`config.mk`:
```
export PLATFORM = sky130hd
export DESIGN_NAME = inst_fetch
export DESIGN_NICKNAME = d
export VERILOG_FILES = /design/src/rtl/inst_fetch.sv
export SDC_FILE = /design/constraint.sdc
export NUM_CORES = 1
export LEC_CHECK = 0
export BUFFER_PORTS_ARGS = -buffer_cell sky130_fd_sc_hd__buf_2
export CORE_UTILIZATION = 40
export CTS_CLUSTER_DIAMETER = 200
export CTS_CLUSTER_SIZE = 25
export DETAILED_ROUTE_END_ITERATION = 10
export SLEW_MARGIN = 20
export SYNTH_ARGS = -nofsm -noshare
export SYNTH_HDL_FRONTEND = slang
export SYNTH_SLANG_ARGS = --single-unit
```
`constraint.sdc`:
```
create_clock -name clk -period 9.9 [get_ports clk]
set_input_delay 1.485 -clock clk [delete_from_list [all_inputs] [get_ports clk]]
set_output_delay 1.485 -clock clk [all_outputs]
set_load 0.1 [all_outputs]
```
`src/rtl/inst_fetch.sv`:
```
// ---------------------------------------------------------------------------
// inst_fetch -- instruction-fetch stage between the PC register and IF/ID.
//
// Presents the current PC to instruction memory over a req/ready handshake
// and captures the returned word into the IF/ID register. A one-entry skid
// buffer absorbs decode back-pressure. A flush discards in-flight fetches;
// a request that was already issued but not yet answered is retired in the
// DROP state so the memory handshake stays protocol-clean.
// All state updates happen on the falling edge of clk, matching the PC
// register. Reset is synchronous and active-high.
//
// Optional feature macro: IF_NOP_BUBBLE_EN -- when defined, an invalid IF/ID
// entry (bubble, flush, reset) always carries a nop word and no exception.
//
// Ports:
//   clk, reset            clock (falling-edge state) / sync active-high reset
//   pc                    current PC from the PC register
//   pc_stall              hold the PC this cycle (combinational)
//   imem_req, imem_addr   fetch request / address (combinational)
//   imem_ready,imem_rdata response valid (may be same cycle) / fetched word
//   id_stall              decode cannot accept a new instruction
//   flush                 redirect; kill everything younger than the branch
//   if_valid, if_inst     IF/ID valid / instruction
//   if_pc, if_pc4         IF/ID PC / PC + 4
//   if_exc                misaligned-fetch exception flag
// ---------------------------------------------------------------------------
module inst_fetch #(
  parameter int unsigned PC_WIDTH   = 32,
  parameter int unsigned INST_WIDTH = 32
) (
  input  logic                  clk,
  input  logic                  reset,
  input  logic [PC_WIDTH-1:0]   pc,
  output logic                  pc_stall,
  output logic                  imem_req,
  output logic [PC_WIDTH-1:0]   imem_addr,
  input  logic                  imem_ready,
  input  logic [INST_WIDTH-1:0] imem_rdata,
  input  logic                  id_stall,
  input  logic                  flush,
  output logic                  if_valid,
  output logic [INST_WIDTH-1:0] if_inst,
  output logic [PC_WIDTH-1:0]   if_pc,
  output logic [PC_WIDTH-1:0]   if_pc4,
  output logic                  if_exc
);

  typedef enum logic [1:0] {
    S_REQ  = 2'd0,
    S_FULL = 2'd1,
    S_DROP = 2'd2
  } state_e;

  state_e state_q, state_d;

  logic                  if_valid_q, if_valid_d;
  logic [INST_WIDTH-1:0] if_inst_q,  if_inst_d;
  logic [PC_WIDTH-1:0]   if_pc_q,    if_pc_d;
  logic [PC_WIDTH-1:0]   if_pc4_q,   if_pc4_d;
  logic                  if_exc_q,   if_exc_d;

  logic [INST_WIDTH-1:0] skid_inst_q, skid_inst_d;
  logic [PC_WIDTH-1:0]   skid_pc_q,   skid_pc_d;
  logic                  skid_exc_q,  skid_exc_d;

  logic [PC_WIDTH-1:0]   drop_addr_q, drop_addr_d;

  logic                  aligned;
  logic                  fetch_done;
  logic [INST_WIDTH-1:0] fetch_word;

  // Misaligned fetches never touch memory; they complete as a flagged nop.
  assign aligned    = (pc[1:0] == 2'b00);
  assign fetch_word = aligned ? imem_rdata : '0;

  // State register (falling edge, reset folded into next-state logic)
  always_ff @(negedge clk) begin
    state_q     <= state_d;
    if_valid_q  <= if_valid_d;
    if_inst_q   <= if_inst_d;
    if_pc_q     <= if_pc_d;
    if_pc4_q    <= if_pc4_d;
    if_exc_q    <= if_exc_d;
    skid_inst_q <= skid_inst_d;
    skid_pc_q   <= skid_pc_d;
    skid_exc_q  <= skid_exc_d;
    drop_addr_q <= drop_addr_d;
  end

  // Next-state, handshake and IF/ID update logic
  always_comb begin
    state_d     = state_q;
    if_valid_d  = if_valid_q;
    if_inst_d   = if_inst_q;
    if_pc_d     = if_pc_q;
    if_pc4_d    = if_pc4_q;
    if_exc_d    = if_exc_q;
    skid_inst_d = skid_inst_q;
    skid_pc_d   = skid_pc_q;
    skid_exc_d  = skid_exc_q;
    drop_addr_d = drop_addr_q;
    pc_stall    = 1'b0;
    imem_req    = 1'b0;
    imem_addr   = pc;
    fetch_done  = 1'b0;

    if (reset) begin
      state_d    = S_REQ;
      if_valid_d = 1'b0;
      if_inst_d  = '0;
      if_pc_d    = '0;
      if_pc4_d   = PC_WIDTH'(4);
      if_exc_d   = 1'b0;
    end else begin
      // Handshake outputs depend only on the current state
      case (state_q)
        S_REQ: begin
          imem_req   = aligned;
          fetch_done = !aligned || imem_ready;
        end
        S_DROP: begin
          imem_req  = 1'b1;
          imem_addr = drop_addr_q;
        end
        default: ;
      endcase

      if (flush) begin
        // Let the PC take the redirect; any same-cycle response is dropped.
        if_valid_d = 1'b0;
        if (state_q == S_DROP) begin
          // The abandoned request is still owed a response unless it lands now.
          state_d = imem_ready ? S_REQ : S_DROP;
        end else if (state_q == S_REQ && imem_req && !imem_ready) begin
          state_d     = S_DROP;
          drop_addr_d = pc;
        end else begin
          state_d = S_REQ;
        end
      end else begin
        case (state_q)
          S_REQ: begin
            if (fetch_done) begin
              if (!if_valid_q || !id_stall) begin
                if_valid_d = 1'b1;
                if_inst_d  = fetch_word;
                if_pc_d    = pc;
                if_pc4_d   = pc + PC_WIDTH'(4);
                if_exc_d   = !aligned;
              end else begin
                skid_inst_d = fetch_word;
                skid_pc_d   = pc;
                skid_exc_d  = !aligned;
                state_d     = S_FULL;
              end
            end else begin
              pc_stall = 1'b1;
              if (!id_stall) if_valid_d = 1'b0;
            end
          end
          S_FULL: begin
            pc_stall = 1'b1;
            if (!id_stall) begin
              if_valid_d = 1'b1;
              if_inst_d  = skid_inst_q;
              if_pc_d    = skid_pc_q;
              if_pc4_d   = skid_pc_q + PC_WIDTH'(4);
              if_exc_d   = skid_exc_q;
              state_d    = S_REQ;
            end
          end
          S_DROP: begin
            pc_stall = 1'b1;
            if (!id_stall) if_valid_d = 1'b0;
            if (imem_ready) state_d = S_REQ;
          end
          default: state_d = S_REQ;
        endcase
      end
    end

`ifdef IF_NOP_BUBBLE_EN
    // Invalid entries always look like a clean nop to decode.
    if (!if_valid_d) begin
      if_inst_d = '0;
      if_exc_d  = 1'b0;
    end
`endif
  end

  assign if_valid = if_valid_q;
  assign if_inst  = if_inst_q;
  assign if_pc    = if_pc_q;
  assign if_pc4   = if_pc4_q;
  assign if_exc   = if_exc_q;

endmodule

```
Yosys cells after proc, flatten, opt, wreduce, memory -nomap -nowiden
Cells that the tools add are included.
{ "totals": {"latch_bits": 0, "memories": 0, "mem_bits_ro": 0, "word_cells": 87, "ramBits": 0, "register_bits": 197} }
{ "op_classes": {"n_bitwise": 4, "n_shift": 0, "n_addsub": 2, "mul": 0, "n_mux": 42, "n_eq_ne": 10, "reduce_logical": 19, "magnitude_cmp": 0, "div_mod_pow": 0} }
{ "ops": {"columns": ["op", "n"], "rows": [
  ["32-bit two-way mux", 12],
  ["32-bit case mux with 2 select lines", 3],
  ["32-bit by 3-bit adder with 32-bit output (second input constant)", 2],
  ["2-bit two-way mux", 8],
  ["1-bit two-way mux", 14],
  ["3-bit != test (second input constant)", 4],
  ["5-bit AND reduction", 2],
  ["4-bit AND reduction", 2],
  ["1-bit case mux with 2 select lines", 3],
  ["2-bit case mux with 3 select lines", 1],
  ["1-bit logical NOT", 4],
  ["2-bit logical NOT", 2],
  ["2-bit != test (second input constant)", 2],
  ["1-bit inverter", 4],
  ["2-bit OR reduction", 2],
  ["3-bit by 2-bit != test with 1-bit output (second input constant)", 1],
  ["1-bit case mux with 3 select lines", 1],
  ["3-bit AND reduction", 1],
  ["3-bit nonzero test", 1],
  ["2-bit by 1-bit equality test with 1-bit output (second input constant)", 1],
  ["2-bit equality test (second input constant)", 1],
  ["1-bit logical AND", 2],
  ["1-bit logical OR", 2],
  ["2-bit by 1-bit != test with 1-bit output (second input constant)", 1],
  ["2-bit nonzero test", 1]
]} }

Depth between registers and ports, before layout
Gate-level depths: netlist of run 1.
{ "depth": {"word_depth": 9, "depth_mapped": 12, "ltp_nobuf": 7} }

==> results.json, run 1 <==
{
  "grt_max_degree": 112,
  "tightest_slew_ns": 0.9955,
  "cts_tree": "done",
  "io_pins": 201,
  "end_kind": "output port",
  "fin_nets": 1214,
  "yosysSeqAreaShare_pct": 56.41,
  "rows": 53,
  "critical_path_peak_fanout": 31,
  "synth_compound_area_share_pct": 12.42,
  "setup_ws_ns": 0.9320,
  "first_global_vias": 7384,
  "syn_area_um2": 8642,
  "post_cts_buffers": 0,
  "crit_type": "register to output port",
  "drt_iter0_drc": 366,
  "report.final.slew_viol_count": 0,
  "antenna_cells": 0,
  "synthXorXnorAreaFrac_pct": 1.013,
  "fp.dieW_um": 149.0,
  "root_buffer": "clkbuf_16",
  "cts.hold.buffers_added": 0,
  "leakagePower_uw": 0.005210,
  "syn2layout_area_growth_pct": 30.39,
  "topRoutingLayerUsed": "met4",
  "syn_avg_cell_area_um2": 11.22,
  "synth_top_family_by_area": "simple AND/OR/NAND/NOR gates",
  "postRouteAntennaNets": 0,
  "vdd_drop_max_v": 0.0001213,
  "totalWireLength_mm": 22.87,
  "vias": 7336,
  "clk_path_buf_depth": 2,
  "final_cell_mix": "inv_1 (200), buf_2 (199), dfxtp_1 (98), edfxtp_1 (97), nor2_1 (84)",
  "yosysWarnings": 0,
  "yosysUniqueCellTypes": 51,
  "slew_headroom_pct": 33.63,
  "dp_hpwl_mm": 14.57,
  "synth_simple_gate_area_share_pct": 14.51,
  "routedWlPerCell_um": 16.03,
  "setup_viol": 0,
  "die_area_um2": 22200,
  "finalSetupTns_ns": 0,
  "start_util_pct": 40.98,
  "grt_pass1_wl_mm": 36.16,
  "synth_seq_cells": 195,
  "syn_nets": 845,
  "p_total_uw": 2484,
  "drc_errors": 0,
  "arrival_ns": 7.48,
  "final_common_cell": "inv_1",
  "fin_hold_ws_ns": 0.4502,
  "pre_cts_ws_ns": 1.303,
  "p_per_area_nw_per_um2": 220.4,
  "place.gp.congestion": 0.7867,
  "synthAdderAreaFrac_pct": 0.8687,
  "grt.overflow.total": 0,
  "cts_made_buffers": 17,
  "fp.dieH_um": 149.0,
  "grt_antenna_before_repair": 0,
  "met2_length_mm": 10.86,
  "async_flop_share_pct": 0,
  "startpoint_type": "register",
  "cts_sinks": 195,
  "cp_data_required_time_ns": 8.42,
  "synth_mux_area_share_pct": 11.60,
  "finClkSkew_ns": 0.02843,
  "m1WireLength_mm": 10.57,
  "insertion_delay_ns": 0.48,
  "routed-wl-met3_mm": 1.184,
  "coreArea_um2": 21090,
  "firstDrtPassIters": 5,
  "n_fill_cell": 1950,
  "io_buffers": 200,
  "synth_flop_cell": "dfxtp_1",
  "via_per_inst": 5.141,
  "status": "completed",
  "cts_resized": 0,
  "hold_class": "register to register",
  "synth-edff-count": 97,
  "cts_max_level": 4,
  "synth_cells": 770,
  "hold_viol": 0,
  "grt_usage_pct": 21.06,
  "drv_cap": 0,
  "drive_above_1_share_pct": 25.61,
  "path_clk_slew_ns": 0.04,
  "rsz0062_at_grt": "false"
}
[where the power goes]
group          internal [uW]  total, uW  switching (uW)
sequential               894        914            20.7
clock                    492       1030             541
combinational           93.9        537             443
[layer usage]
metal | vias up | track usage (%)
li1 | 3638 | -
met2 | 213 | 31.65
met5 | - | 0
met4 | 0 | 10.46
met3 | 17 | 9.419
met1 | 3468 | 25.48
[logic make-up after synthesis]
family	Yosys count
adder cells (fa/ha/maj)	6
buffers and inverters	65
multiplexers	96
AND/OR/NAND/NOR	253
AO/OA/AOI/OAI	145
XOR/XNOR	10
flip-flops	195
[layout make-up]
type / count / area, um^2 / area share (%)
Multi-Input combinational cell: 510 / 3558 / 31.58
Inverter: 7 / 26.28 / 0.2332
Timing Repair Buffer: 213 / 1114 / 9.882
Clock buffer: 17 / 425.4 / 3.775
Clock inverter: 210 / 925.9 / 8.217
Sequential cell: 195 / 4875 / 43.26
Tap cell: 275 / 344.1 / 3.054
[cell usage after synthesis (2+ instances only)]
cell type	instances	area (um^2)
dfxtp_1	98	1962
edfxtp_1	97	2913
nor2_1	87	326.6
a211oi_1	65	488.0
mux2i_1	63	630.6
nand2_1	44	165.2
clkbuf_1	38	142.6
nand3_1	38	190.2
and2_1	35	219.0
mux2_2	33	371.6
a21oi_1	18	90.09
nand4_1	13	81.33
buf_2	10	50.05
o21ai_0	10	50.05
nand3b_1	8	60.06
o211ai_1	8	60.06
inv_1	7	26.28
nand4b_1	7	61.31
o311ai_0	7	61.31
xnor2_1	7	61.31
ha_1	6	75.07
o311ai_1	6	52.55
buf_1	5	18.77
nand2b_1	5	31.28
nor4_1	5	31.28
a22oi_1	4	30.03
o22ai_1	4	25.02
a211o_1	3	26.28
a21boi_0	3	22.52
a32o_1	3	30.03
and3_1	3	18.77
buf_4	3	22.52
or3_1	3	18.77
xor2_1	3	26.28
a21o_1	2	15.01
a222oi_1	2	20.02
a31o_2	2	17.52
or2_1	2	12.51
[stage by stage]
stage / cell area, um^2 / cells / util (%)
finish: 11270 / 1427 / 53.44
global route: 11270 / 1427 / 53.44
CTS: 11270 / 1427 / 53.44
detailed placement: 9921 / 1201 / 47.05
global placement: 9921 / 1201 / 47.05
floorplan: 8670 / 770 / -
[flip-flops by register name, summed over array words and instances, names as in the netlist]
register / cells
drop_addr_q: 32
skid_pc_q: 32
if_pc: 32
if_inst: 32
state_q: 2
skid_exc_q: 1
if_pc4: 30
skid_inst_q: 32
if_valid: 1
if_exc: 1
[final timing paths]
check	startpoint	to	slack [ns]	cells after the start
min reg2reg	if_pc4[2]	if_pc4[2]	0.45	1
max	state_q[0]	imem_addr[23]	0.93	7
max reg2reg	state_q[0]	if_pc4[27]	6.39	8
min	if_pc4[2]	if_pc4[2]	0.45	1
[worst max-delay path: stages (launching register included)]
cell,delay [ns]
dfxtp_1,0.37
inv_1,0.13
ha_1,0.27
inv_1,0.11
nor2_4,0.08
buf_4,0.38
mux2_2,0.39
buf_2,0.29
Note: power is estimated with default switching activity, not from simulation.
==> inputs of run 2 (changes only) <==
- CORE_UTILIZATION: 40 -> 54
- PLACE_DENSITY: not set -> 0.8
==> results.json, run 2 (synthesis gave the netlist of run 1 again) <==
{
  "status": "completed",
  "startpoint_type": "register",
  "post_cts_buffers": 0,
  "critical_path_peak_fanout": 31,
  "final_cell_area_um2": 11160,
  "start_util_pct": 56.02,
  "grt_pass1_wl_mm": 35.40,
  "hold_class": "register to register",
  "totalWireLength_mm": 22.28,
  "slowest_delay_ns": 0.71,
  "final_cell_mix": "inv_1 (202), buf_2 (199), dfxtp_1 (98), edfxtp_1 (97), nor2_1 (84)",
  "coreArea_um2": 15430,
  "cts_tree": "done",
  "grt_max_degree": 94,
  "drive_above_1_share_pct": 25.22,
  "dp_hpwl_mm": 14.06,
  "slew_headroom_pct": 28.89,
  "fin_nets": 1212,
  "r2r_slack_ns": 6.41,
  "cp_top_family": "simple AND/OR/NAND/NOR gates",
  "final_common_cell": "inv_1",
  "end_kind": "output port",
  "vdd_drop_max_v": 0.0001540,
  "vias": 7541,
  "io_pins": 201,
  "drv_cap": 0,
  "syn2layout_area_growth_pct": 29.14,
  "root_buffer": "clkbuf_16",
  "grt.overflow.total": 0,
  "crit_top_cell": "inv_1",
  "setup_viol": 0,
  "placed_area_um2": 9826,
  "fp.dieH_um": 128.5,
  "clk_path_buf_depth": 2,
  "arrival_ns": 7.77,
  "via_per_inst": 5.541,
  "tightest_slew_ns": 1.060,
  "finClkSkew_ns": 0.03235,
  "cp_data_required_time_ns": 8.42,
  "rows": 45,
  "io_buffers": 200,
  "grt_antenna_before_repair": 0,
  "first_global_vias": 7641,
  "rsz0062_at_grt": "false",
  "place.gp.congestion": 0.9089,
  "report.final.slew_viol_count": 0,
  "drt_iter0_drc": 573,
  "leakagePower_uw": 0.005194,
  "die_area_um2": 16510,
  "n_fill_cell": 1130,
  "cts_sinks": 195,
  "fp.dieW_um": 128.5,
  "finalSetupTns_ns": 0,
  "slowest_stage": "nor2_4",
  "postRouteAntennaNets": 0,
  "hold_viol": 0,
  "routedWlPerCell_um": 16.37,
  "crit_type": "register to output port",
  "cts_made_buffers": 17,
  "path_buf_inv": 3,
  "firstDrtPassIters": 5,
  "antenna_cells": 0,
  "drc_errors": 0,
  "cts_resized": 0,
  "insertion_delay_ns": 0.48,
  "cts.hold.buffers_added": 0,
  "p_per_area_nw_per_um2": 222.2,
  "path_cells": "inv_1 > ha_1 > inv_1 > nor2_4 > mux2_2 > buf_2",
  "grt_usage_pct": 27.50,
  "cts_max_level": 4,
  "path_clk_slew_ns": 0.03
}
[run 2: report_power, final]
part           leakage (uW)  total, uW  internal, uW  switching (uW)
clock               0.00134       1030           488             541
sequential          0.00167        914           893            21.2
combinational       0.00218        537          93.3             444
[run 2: path summary, 6_finish.rpt]
check | depth (start not counted) | to | startpoint
max | 6 | imem_addr[28] | state_q[0]
min | 2 | if_pc4[8] | if_pc4[8]
max reg2reg | 8 | if_pc4[27] | state_q[1]
min reg2reg | 2 | if_pc4[8] | if_pc4[8]
[run 2: layout make-up]
cell class	count	area [um^2]	share of cell area, %
flip-flops and latches	195	4875	43.68
multi-input cells	510	3558	31.88
repair buffers	211	1099	9.843
clock inverters	210	913.4	8.184
clock buffers	17	425.4	3.812
well taps	211	264.0	2.365
inverters	7	26.28	0.2354
[run 2: per-layer routing]
metal	share of wire [%]	global-route usage, %	vias to the layer above	wire [um]
li1	-	-	3608	-
met1	42	32.23	3568	9354
met2	49	44.13	326	10940
met3	6.2	9.023	39	1388
met4	2.7	16.47	0	599
met5	0	0	-	0
[run 2: through the flow]
step / setup slack, ns / power (uW) / cells / utilization (%) / hold WS (ns)
CTS: 0.6156 / 2503 / 1361 / 72.34 / 0.4584
global route: 0.4387 / 2622 / 1361 / 72.34 / 0.4844
global placement: 1.222 / 1571 / 1135 / 63.69 / 0.4371
floorplan: 0.5947 / 1478 / 770 / - / 0.5555
finish: 0.6419 / 2480 / 1361 / 72.34 / 0.4576
detailed placement: 1.110 / 1578 / 1135 / 63.69 / 0.4467
[run 2: worst register-to-register path, delay by kind of cell, from the launching register on]
kind | cells | cell delay (ns)
buffers and inverters | 2 | 0.36
AOI/OAI and AO/OA | 2 | 0.71
adders and majority gates | 1 | 0.76
DFF | 1 | 0.35
and+or+nand+nor | 3 | 1.23
